===== config.mk =====
export PLATFORM = sky130hd
export DESIGN_NAME = pipe_skid_reg
export DESIGN_NICKNAME = d
export VERILOG_FILES = /design/src/rtl/pipe_skid_reg.sv
export SDC_FILE = /design/constraint.sdc
export NUM_CORES = 1
export LEC_CHECK = 0
export ABC_CLOCK_PERIOD_IN_PS = 1900
export BUFFER_PORTS_ARGS = -buffer_cell sky130_fd_sc_hd__buf_4
export CORE_MARGIN = 2
export CORE_UTILIZATION = 40
export DETAILED_ROUTE_END_ITERATION = 8
export SYNTH_ARGS = -nofsm -noshare
export SYNTH_HDL_FRONTEND = slang
export SYNTH_SLANG_ARGS = --single-unit

===== constraint.sdc =====
create_clock -name CLK -period 1.9 [get_ports CLK]
set_input_delay 0.19 -clock CLK [delete_from_list [all_inputs] [get_ports CLK]]
set_output_delay 0.19 -clock CLK [all_outputs]
set_load 0.005 [all_outputs]

===== src/rtl/pipe_skid_reg.sv =====
// Elastic pipeline stage register: 2-entry skid buffer with valid/ready handshakes,
// synchronous flush and a saturating back-pressure counter.
module pipe_skid_reg #(
    parameter int unsigned WIDTH = 32,
    parameter int unsigned CNT_W = 16
) (
    input  logic             CLK,
    input  logic             nRST,
    input  logic             in_valid,
    output logic             in_ready,
    input  logic [WIDTH-1:0] in_data,
    output logic             out_valid,
    input  logic             out_ready,
    output logic [WIDTH-1:0] out_data,
    input  logic             flush,
    output logic [1:0]       occupancy,
    output logic [CNT_W-1:0] stall_cnt
);

    // State bits are {main_valid, skid_valid}; 2'b01 is unreachable.
    typedef enum logic [1:0] {
        S_EMPTY = 2'b00,
        S_ONE   = 2'b10,
        S_FULL  = 2'b11
    } state_t;

    localparam logic [CNT_W-1:0] CNT_MAX = '1;

    state_t           r_state;
    state_t           w_next;
    logic [WIDTH-1:0] r_main_data;
    logic [WIDTH-1:0] r_skid_data;
    logic [CNT_W-1:0] r_stall_cnt;
    logic             w_main_valid;
    logic             w_skid_valid;
    logic             w_accept;
    logic             w_fire;
    logic             w_load_main_in;
    logic             w_load_main_skid;
    logic             w_load_skid;

    assign w_main_valid = r_state[1];
    assign w_skid_valid = r_state[0];
    assign w_accept     = in_valid & in_ready;
    assign w_fire       = out_valid & out_ready;

    // in_ready comes straight from a flop so no combinational path from out_ready.
    assign in_ready  = ~w_skid_valid;
    assign out_valid = w_main_valid;
    assign out_data  = r_main_data;
    assign occupancy = {1'b0, w_main_valid} + {1'b0, w_skid_valid};
    assign stall_cnt = r_stall_cnt;

    always_ff @(posedge CLK or negedge nRST) begin
        if (!nRST) begin
            r_state <= S_EMPTY;
        end else begin
            r_state <= w_next;
        end
    end

    always_comb begin
        w_next = r_state;
        if (flush) begin
            w_next = S_EMPTY;
        end else begin
            case (r_state)
                S_EMPTY: if (w_accept) w_next = S_ONE;
                S_ONE: begin
                    if (w_accept && !w_fire) begin
                        w_next = S_FULL;
                    end else if (!w_accept && w_fire) begin
                        w_next = S_EMPTY;
                    end
                end
                S_FULL:  if (w_fire) w_next = S_ONE;
                default: w_next = S_EMPTY;
            endcase
        end
    end

    // Datapath load strobes; flush suppresses every write except the clear.
    always_comb begin
        w_load_main_in   = 1'b0;
        w_load_main_skid = 1'b0;
        w_load_skid      = 1'b0;
        if (!flush) begin
            case (r_state)
                S_EMPTY: w_load_main_in = w_accept;
                S_ONE: begin
                    w_load_main_in = w_accept & w_fire;
                    w_load_skid    = w_accept & ~w_fire;
                end
                S_FULL:  w_load_main_skid = w_fire;
                default: ;
            endcase
        end
    end

    always_ff @(posedge CLK or negedge nRST) begin
        if (!nRST) begin
            r_main_data <= '0;
            r_skid_data <= '0;
        end else if (flush) begin
            r_main_data <= '0;
            r_skid_data <= '0;
        end else begin
            if (w_load_main_in) begin
                r_main_data <= in_data;
            end else if (w_load_main_skid) begin
                r_main_data <= r_skid_data;
            end
            if (w_load_skid) begin
                r_skid_data <= in_data;
            end
        end
    end

    // Back-pressure profiling counter; deliberately ignores flush.
    always_ff @(posedge CLK or negedge nRST) begin
        if (!nRST) begin
            r_stall_cnt <= '0;
        end else if (out_valid && !out_ready && (r_stall_cnt != CNT_MAX)) begin
            r_stall_cnt <= r_stall_cnt + CNT_W'(1);
        end
    end

endmodule


==> results.cfg, run 1 <==
[sta]
period_share_pct = 93.1
period_needed_ns = 1.77
slew_violations = 0
finalSetupTns_ns = 0
setup_viol = 0
tightest_slew_ns = 0.540
hold_viol = 0
hold_ws_ns = 0.0786
rsz0062_at_grt = false
clock.fmax_ghz = 0.565
fin_skew_ns = 0.0113
slew-limit-headroom_pct = 64.0

[clock_network]
clock-root-buffer = clkbuf_8
clock_latency_ns = 0.36
cts.sinks = 82
clkTransAtPathRegs_ns = 0.09
cts_tree = done
cts_buffer_depth = 2
htreeDepth = 3
cts_buffers = 9

[pwr]
max-vdd-ir-drop_v = 0.000469
pwr-share-clk_pct = 24.8
cellInternalPower_mw = 3.67
seqPwrFrac_pct = 42.9
powerDensity_nw_per_um2 = 1070
p_sw_share_pct = 32.4
leakagePower_nw = 2.61
power_switching_mw = 1.76
combPwrFrac_pct = 32.4

[worst_setup_path]
worst-endpoint-arrival_ns = 1.99
worstPathMaxFanout = 15
required_ns = 2.12
cp_num_cells = 6
max_stage_delay_ns = 0.47
crit_end = out_data[0]
start_kind = flip-flop
worstRegToRegCells = 6
crit_chain = ha_1, and3_1, o21ai_4, buf_4, clkbuf_16, a211oi_1
rr_startpoint = r_state[1]
cp-end-kind = flip-flop
crit_slowest_cell = dfrtp_2
rrSetupSlack_ns = 0.13
path_buf_inv = 2
reg2reg_to = out_data[0]
crit_family = flip-flops
critical_path_class = flip-flop to flip-flop
startpoint = r_state[1]

[yosys]
syn_avg_cell_area_um2 = 10.1
synth_xor_area_share_pct = 2.51
yosys.area.top_type = dfrtp_1
synth_cell_types = 31
synth-edff-count = 0
synth_top_family_by_area = simple AND/OR/NAND/NOR gates
synthSimpleGateAreaFrac_pct = 17.7
synthFlopType = dfrtp_1
synth_fa_ha_area_share_pct = 1.63
synth_commonest_cells = dfrtp_1, nand2_1, nor2_1, a21oi_1, mux2i_1
synth_top_area_share_pct = 53.5
synthArstFlopShare_pct = 100
synth_seq_area_share_pct = 53.5
ys_ff_latch = 82
syn-cell-area_um2 = 3840
synthMuxAreaShare_pct = 10.3
synthCells = 381
yosysMostFrequentCell = dfrtp_1
netlist_top_cells_area = dfrtp_1, mux2i_1, nand2_1, a211oi_1, a21oi_1
synth_compound_area_share_pct = 11.6
ys_warn_count = 0
synthesis.nets = 423

[floorplan]
die_h_um = 102
die_w_um = 102
start_util_pct = 41.3
ios = 89
dieArea_um2 = 10400
row_count = 35
core_um2 = 9280

[detailed_routing]
totalWireLength_um = 9430
drc = 0
drtIter0Drc = 144
ant_nets = 0
vias_per_cell = 5.04
avgRoutedWirePerCell_um = 15.3
drtPass1Iterations = 4
dr_total_vias = 3110

[place]
dp_hpwl_um = 6130
port_buffers = 88
gp_congestion = 0.821

[outcome]
status = finished clean

[grt]
grt_pass1_wl_um = 14600
grt_max_degree = 45
first_global_vias = 2925
track_usage_pct = 18.2
grt-ovfl-total = 0
grt_antenna_before_repair = 0

[finish]
areaGrowthSynthToFinish_pct = 32.3
drive_above_1_share_pct = 29.1
seqCellArea_um2 = 2050
antennaDiodeCount = 0
multi_input_area_um2 = 1690
final_nets = 525
fillers = 866

[job]
drv_cap = 0

[hold_path]
hold_class = input pin to flip-flop
[flip-flops by register name, indices dropped and copies added (netlist names)]
register,cells
stall_cnt,16
out_data,32
r_state,2
r_skid_data,32
[logic make-up (layout without fill, tap and decap cells)]
logic type / count (synthesis) / in the layout
flip-flops: 82 / 82
adder cells (fa/ha/maj): 5 / 5
XOR/XNOR: 11 / 11
AO/OA/AOI/OAI: 71 / 71
buffers and inverters: 26 / 133
AND/OR/NAND/NOR: 147 / 147
multiplexers: 39 / 39
[tightest hold or removal path, cell delays in order]
cell and delay (ns):
buf_4 0.11, nand2_1 0.04, a21oi_1 0.05
[cells in the final DEF (no fill, tap or decap), drive strengths merged, types with 3 or more instances in the layout]
| cell type | n |
|---|---|
| buf | 111 |
| dfrtp | 82 |
| nand2 | 73 |
| nor2 | 40 |
| a21oi | 35 |
| mux2i | 34 |
| a211oi | 32 |
| clkbuf | 13 |
| xor2 | 11 |
| nand3 | 7 |
| and3 | 5 |
| mux2 | 5 |
| ha | 5 |
| nor3 | 4 |
| nand4 | 4 |
| inv | 3 |
| nor3b | 3 |
[power by group through the flow]
stage / clock (mW) / sequential [mW] / combinational [mW]
after CTS: 1.39 / 2.33 / 1.65
after global placement: 0 / 2.36 / 1.62
after global routing: 1.47 / 2.38 / 1.94
after floorplan: 0 / 2.33 / 0.775
final: 1.34 / 2.33 / 1.76
after detailed placement: 0 / 2.36 / 1.64
[final cells by class]
class	count	area share [%]
Clock buffer	11	2.98
Clock inverter	5	1.23
Inverter	3	0.222
Multi-Input combinational cell	273	33.4
Sequential cell	82	40.4
Tap cell	129	3.18
Timing Repair Buffer	114	18.6
[repair_timing]
item,CTS,global route
hold buffers,1,0
hold endpoints to repair,37,0
endpoints found under the setup margin,0,4
resized for setup,0,1
setup buffers,0,3
[through the flow]
stage / instance area (um^2) / total power, mW / utilization (%) / instances / setup WS [ns]
5_1_grt: 5080 / 5.79 / 54.7 / 617 / 0.0119
3_3_place_gp: 4780 / 3.97 / 51.5 / 595 / 0.174
3_5_place_dp: 4780 / 4.00 / 51.5 / 595 / 0.106
2_1_floorplan: 3840 / 3.11 / - / 381 / 0.128
6_report: 5080 / 5.43 / 54.7 / 617 / 0.131
4_1_cts: 5000 / 5.37 / 53.9 / 612 / 0.0956
[worst min path at each step]
stage | start | end | slack [ns] | cells past startpoint
floorplan | nRST | out_data[0] | -0.11 | 0
global placement | nRST | stall_cnt[8] | 0.20 | 1
detailed placement | nRST | stall_cnt[8] | 0.21 | 1
CTS | in_data[6] | r_skid_data[6] | 0.06 | 3
global route | in_data[9] | r_skid_data[9] | 0.06 | 3
finish | in_data[7] | r_skid_data[7] | 0.08 | 3
[per-layer routing]
metal,wire (um),global-route usage (%),up-vias
li1,-,-,1522
met5,0,0,-
met2,4260,26.8,74
met3,428,4.99,4
met1,4660,26.1,1510
met4,74,6.15,0
(Power assumes the default switching activity.)
==> run 2, diff against run 1 <==
--- a/config.mk
+++ b/config.mk
@@ -5,7 +5,7 @@
 export SDC_FILE = /design/constraint.sdc
 export NUM_CORES = 1
 export LEC_CHECK = 0
-export ABC_CLOCK_PERIOD_IN_PS = 1900
+export ABC_CLOCK_PERIOD_IN_PS = 1670
 export BUFFER_PORTS_ARGS = -buffer_cell sky130_fd_sc_hd__buf_4
 export CORE_MARGIN = 2
 export CORE_UTILIZATION = 40
==> constraint.sdc (replaced) <==
create_clock -name CLK -period 1.67 [get_ports CLK]
set_input_delay 0.167 -clock CLK [delete_from_list [all_inputs] [get_ports CLK]]
set_output_delay 0.167 -clock CLK [all_outputs]
set_load 0.005 [all_outputs]
==> run 2 against run 1 <==
Critical path depth decreased by 1. Global-route usage increased by 1.9 points. Non-clock buffer count increased by 27. Cell count increased by 4.4%. Power increased by 20%. Clock skew increased by 0.0023 ns. Register-to-register slack got worse by 0.12 ns. Sequential cell count unchanged. Sequential power increased by 13%. Final area increased by 9.2%. Routed wire length increased by 6.3%. Critical endpoint is now r_state[0]. Largest power group unchanged. Highest routed layer unchanged.
==> results.cfg, run 2 (synthesis gave the netlist of run 1 again) <==
[floorplan]
dieArea_um2 = 10400
die_h_um = 102
core_um2 = 9280
start_util_pct = 41.3
die_w_um = 102
row_count = 35
ios = 89

[clock_network]
clock_latency_ns = 0.35
cts_buffer_depth = 2
cts_tree = done
cts_buffers = 9
cts.sinks = 82
clkTransAtPathRegs_ns = 0.09
htreeDepth = 3
clock-root-buffer = clkbuf_8

[place]
gp_congestion = 0.750
dp_cells = 611
port_buffers = 88
dp_hpwl_um = 6210

[worst_setup_path]
worst-endpoint-arrival_ns = 1.89
worstPathMaxFanout = 7
critical_path_class = flip-flop to flip-flop
crit_chain = nand2_1, xor2_1, a221oi_2, buf_4, mux2_2
crit_family = flip-flops
startpoint = r_state[1]
cp-end-kind = flip-flop
crit_slowest_cell = dfrtp_2
max_stage_delay_ns = 0.46
worstRegToRegCells = 5
reg2reg_to = r_state[0]
path_buf_inv = 1
rr_startpoint = r_state[1]
rrSetupSlack_ns = 0.01
start_kind = flip-flop
required_ns = 1.90

[detailed_routing]
dr_total_vias = 3272
totalWireLength_um = 10000
ant_nets = 0
drtIter0Drc = 70
drc = 0
vias_per_cell = 5.08
drtPass1Iterations = 4
avgRoutedWirePerCell_um = 15.6

[finish]
drive_above_1_share_pct = 39.8
antennaDiodeCount = 0
final_cell_mix = buf_4, dfrtp_1, nand2_1
final_cells = 644
final_nets = 552
final_common_cell = buf_4
areaGrowthSynthToFinish_pct = 44.5

[sta]
slew-limit-headroom_pct = 67.1
slew_violations = 0
hold_viol = 0
tightest_slew_ns = 0.494
rsz0062_at_grt = true
setup_viol = 0
fin_skew_ns = 0.0136
finalSetupTns_ns = 0
period_needed_ns = 1.66
period_share_pct = 99.1
clock.fmax_ghz = 0.604

[grt]
track_usage_pct = 20.1
grt_antenna_before_repair = 0
grt_pass1_wl_um = 16200
grt-ovfl-total = 0
first_global_vias = 3250
grt_max_degree = 65

[pwr]
seqPwrFrac_pct = 40.5
combPwrFrac_pct = 39.2
powerDensity_nw_per_um2 = 1180
p_sw_share_pct = 33.8
max-vdd-ir-drop_v = 0.000585
cellInternalPower_mw = 4.32
pwr-share-clk_pct = 20.3
power_switching_mw = 2.20
leakagePower_nw = 2.77

[hold_path]
hp-start = in_data[8]
hold_class = input pin to flip-flop
hold_end = r_skid_data[8]
hold_depth = 3

[outcome]
status = finished clean

[job]
drv_cap = 0
## run 2: cell count changes in the layout (fill, tap and decap cells not counted), moves of 3 or more
cell      before  now
buf_4        107  122
buf_16         0    3
a211oi_2       0   18
ha_1           5    1
a211oi_1      32   14
inv_6          0    3
buf_12         4   10
buf_6          0    5
## run 2: per-stage QoR
step / hold WS, ns / worst slack [ns] / area, um^2 / utilization [%] / total power [mW]
after floorplan: -0.129 / -0.0345 / 3840 / - / 3.55
after global placement: 0.157 / -0.00249 / 4950 / 53.3 / 4.60
after detailed placement: 0.157 / -0.0881 / 4950 / 53.3 / 4.66
after CTS: 0.0424 / -0.00853 / 5390 / 58.1 / 6.46
after global routing: 0.0505 / -0.0568 / 5550 / 59.7 / 6.93
final: 0.0558 / 0.0144 / 5550 / 59.7 / 6.52
## run 2: power by group through the flow
stage	registers, mW	logic (mW)	clock network (mW)
after floorplan	2.66	0.890	0
after global placement	2.65	1.95	0
after detailed placement	2.66	2.00	0
after CTS	2.63	2.46	1.37
after global routing	2.69	2.78	1.46
final	2.64	2.55	1.32
## run 2: final cells by class
class,instances,area [um^2]
Clock inverter,6,48.8
Timing Repair Buffer,141,1260
Multi-Input combinational cell,273,1880
Clock buffer,10,128
Tap cell,129,161
Inverter,3,11.3
Fill cell,818,3740
Sequential cell,82,2060
## run 2: how the worst max path moves through the flow
stage                   end  slack (ns)  cells past startpoint
4_1_cts        out_data[23]      -0.009                      6
3_5_place_dp     r_state[0]       -0.09                      6
2_1_floorplan    r_state[0]       -0.03                      5
5_1_grt          r_state[0]       -0.06                      5
3_3_place_gp     r_state[0]      -0.002                      6
6_report         r_state[0]        0.01                      5
## run 2: worst register-to-register path, delay by kind of cell, from the launching register on
kind,cells,cell delay (ns)
multiplexers,1,0.32
AND/OR/NAND/NOR,1,0.17
buffers and inverters,1,0.16
AO/OA/AOI/OAI,1,0.23
flip-flops,1,0.46
XOR/XNOR,1,0.20
## run 2: per-layer routing
metal / vias to the layer above / share of wire, % / GRT usage, %
met5: - / 0 / 0
met4: 0 / 0.89 / 5.54
met3: 8 / 4.4 / 4.31
met2: 76 / 50 / 33.1
met1: 1607 / 45 / 27.0
li1: 1581 / - / -
## run 2: repair_timing
action,in CTS,in global routing
endpoints found under the setup margin,29,40
cloned,4,0
pin swaps,11,18
resized for setup,16,35
hold buffers,1,0
hold endpoints to repair,32,0
buffers inserted,9,4
==> run 3, diff against run 2 <==
--- a/config.mk
+++ b/config.mk
@@ -6,10 +6,11 @@
 export NUM_CORES = 1
 export LEC_CHECK = 0
 export ABC_CLOCK_PERIOD_IN_PS = 1670
-export BUFFER_PORTS_ARGS = -buffer_cell sky130_fd_sc_hd__buf_4
 export CORE_MARGIN = 2
 export CORE_UTILIZATION = 40
 export DETAILED_ROUTE_END_ITERATION = 8
+export DONT_BUFFER_PORTS = 1
+export RECOVER_POWER = 100
 export SYNTH_ARGS = -nofsm -noshare
 export SYNTH_HDL_FRONTEND = slang
 export SYNTH_SLANG_ARGS = --single-unit
==> run 3 against run 2 <==
The run now ends with hold timing left. Register-to-register slack hardly changed. Clock skew down 0.0058 ns. Global-route usage decreased by 1.2 points. Worst setup slack lost 0.00091 ns. First-iteration DRC count grew 120%. Power decreased by 5.4%. Highest routed layer unchanged.
==> results.cfg, run 3 (synthesis gave the netlist of run 1 again) <==
[pwr]
cellInternalPower_mw = 4.18
p_total_mw = 6.17
power_switching_mw = 1.99
leakagePower_nw = 2.46
p_sw_share_pct = 32.2
pwr-share-clk_pct = 25.8
seqPwrFrac_pct = 43.5
max-vdd-ir-drop_v = 0.000570
powerDensity_nw_per_um2 = 1200
combPwrFrac_pct = 30.7

[clock_network]
cts_buffer_depth = 2
clkTransAtPathRegs_ns = 0.08
clock-root-buffer = clkbuf_8
clock_latency_ns = 0.34
cts.sinks = 82
htreeDepth = 3
cts_buffers = 9
cts_tree = done

[floorplan]
start_util_pct = 41.3
dieArea_um2 = 10400
die_w_um = 102
ios = 89
core_um2 = 9280
row_count = 35
die_h_um = 102

[sta]
tightest_slew_ns = 0.328
rsz0062_at_grt = true
hold_ws_ns = -0.492
hold_viol = 82
setup_viol = 0
fin_skew_ns = 0.00782
period_share_pct = 99.2
fin_ws_ns = 0.0135
clock.fmax_ghz = 0.604
slew_violations = 0
slew-limit-headroom_pct = 78.1
period_needed_ns = 1.66

[outcome]
status = complete, but fails checks
violations = hold timing

[grt]
grt_max_degree = 83
track_usage_pct = 18.9
grt_pass1_wl_um = 15400
grt-ovfl-total = 0
grt_antenna_before_repair = 1
first_global_vias = 3105

[detailed_routing]
vias_per_cell = 5.27
drc = 0
drtPass1Iterations = 4
ant_nets = 0
drtIter0Drc = 153
totalWireLength_um = 9780
avgRoutedWirePerCell_um = 16.8
dr_total_vias = 3060

[finish]
final_cell_mix = dfrtp_1, nand2_1, nor2_1
final_util_pct = 55.6
final_cells = 581
fillers = 816
areaGrowthSynthToFinish_pct = 34.4
final_common_cell = dfrtp_1
multi_input_area_um2 = 1880
drive_above_1_share_pct = 23.5
final_nets = 488
seqCellArea_um2 = 2050

[worst_setup_path]
crit_chain = inv_2, ha_4, and3_4, o21ai_4, bufbuf_16, a211oi_2
worst-endpoint-arrival_ns = 1.87
worstPathMaxFanout = 16
max_stage_delay_ns = 0.39
start_kind = flip-flop
required_ns = 1.88
critical_path_class = flip-flop to flip-flop
crit_family = buffers and inverters
cp-end-kind = flip-flop
crit_slowest_cell = dfrtp_1
path_buf_inv = 2

[place]
port_buffers = 0
dp_hpwl_um = 5570
dp_cells = 518
dp_slack_ns = -0.0979
gp_congestion = 0.754

[hold_path]
hold_class = input pin to asynchronous set/reset pin

[job]
drv_cap = 0
-- run 3: final cells by class --
type	instances	share of cell area (%)
sequential	82	39.8
multi-input combinational	273	36.5
timing repair buffer	77	16.0
tap	129	3.13
clock buffer	11	2.74
clock inverter	5	1.50
inverter	3	0.218
antenna	1	0.0485
-- run 3: power groups by stage --
stage               Combinational (mW)  Clock (mW)  Sequential [mW]
floorplan                        0.890           0             2.66
global placement                  1.30           0             2.70
detailed placement                1.35           0             2.72
CTS                               1.66        1.64             2.67
global route                      2.07        1.72             2.74
finish                            1.90        1.59             2.68
-- run 3: path summary, 6_finish.rpt --
path / depth (start not counted) / start / slack [ns] / endpoint
max: 6 / r_state[0] / 0.01 / out_data[23]
min: 0 / nRST / -0.49 / stall_cnt[7]
max reg2reg: 6 / r_state[0] / 0.01 / out_data[23]
min reg2reg: 2 / r_skid_data[23] / 0.52 / r_skid_data[23]
max in group asynchronous: 0 / nRST / 2.03 / r_skid_data[23]
min in group CLK: 2 / in_data[27] / 0.02 / out_data[27]
-- run 3: layer usage --
metal	routed length, um	vias to the layer above	global-route usage [%]
li1	-	1456	-
met1	4060	1509	23.5
met2	4930	86	31.8
met3	671	9	5.27
met4	111	0	6.05
met5	0	-	0
-- run 3: through the flow --
stage	cell area (um^2)	setup TNS, ns
floorplan	3840	-0.818
global placement	4230	-0.00754
detailed placement	4230	-0.155
CTS	4900	-0.470
global route	5160	-0.897
finish	5160	0
-- run 3: what timing repair did --
action                                  in CTS  in global routing
hold endpoints to repair                   147                 83
buffers inserted                             2                  8
gates cloned                                 2                  1
gates resized for setup                      5                 44
hold buffers                                33                  1
endpoints found under the setup margin      19                 64
pin swaps                                    1                 30
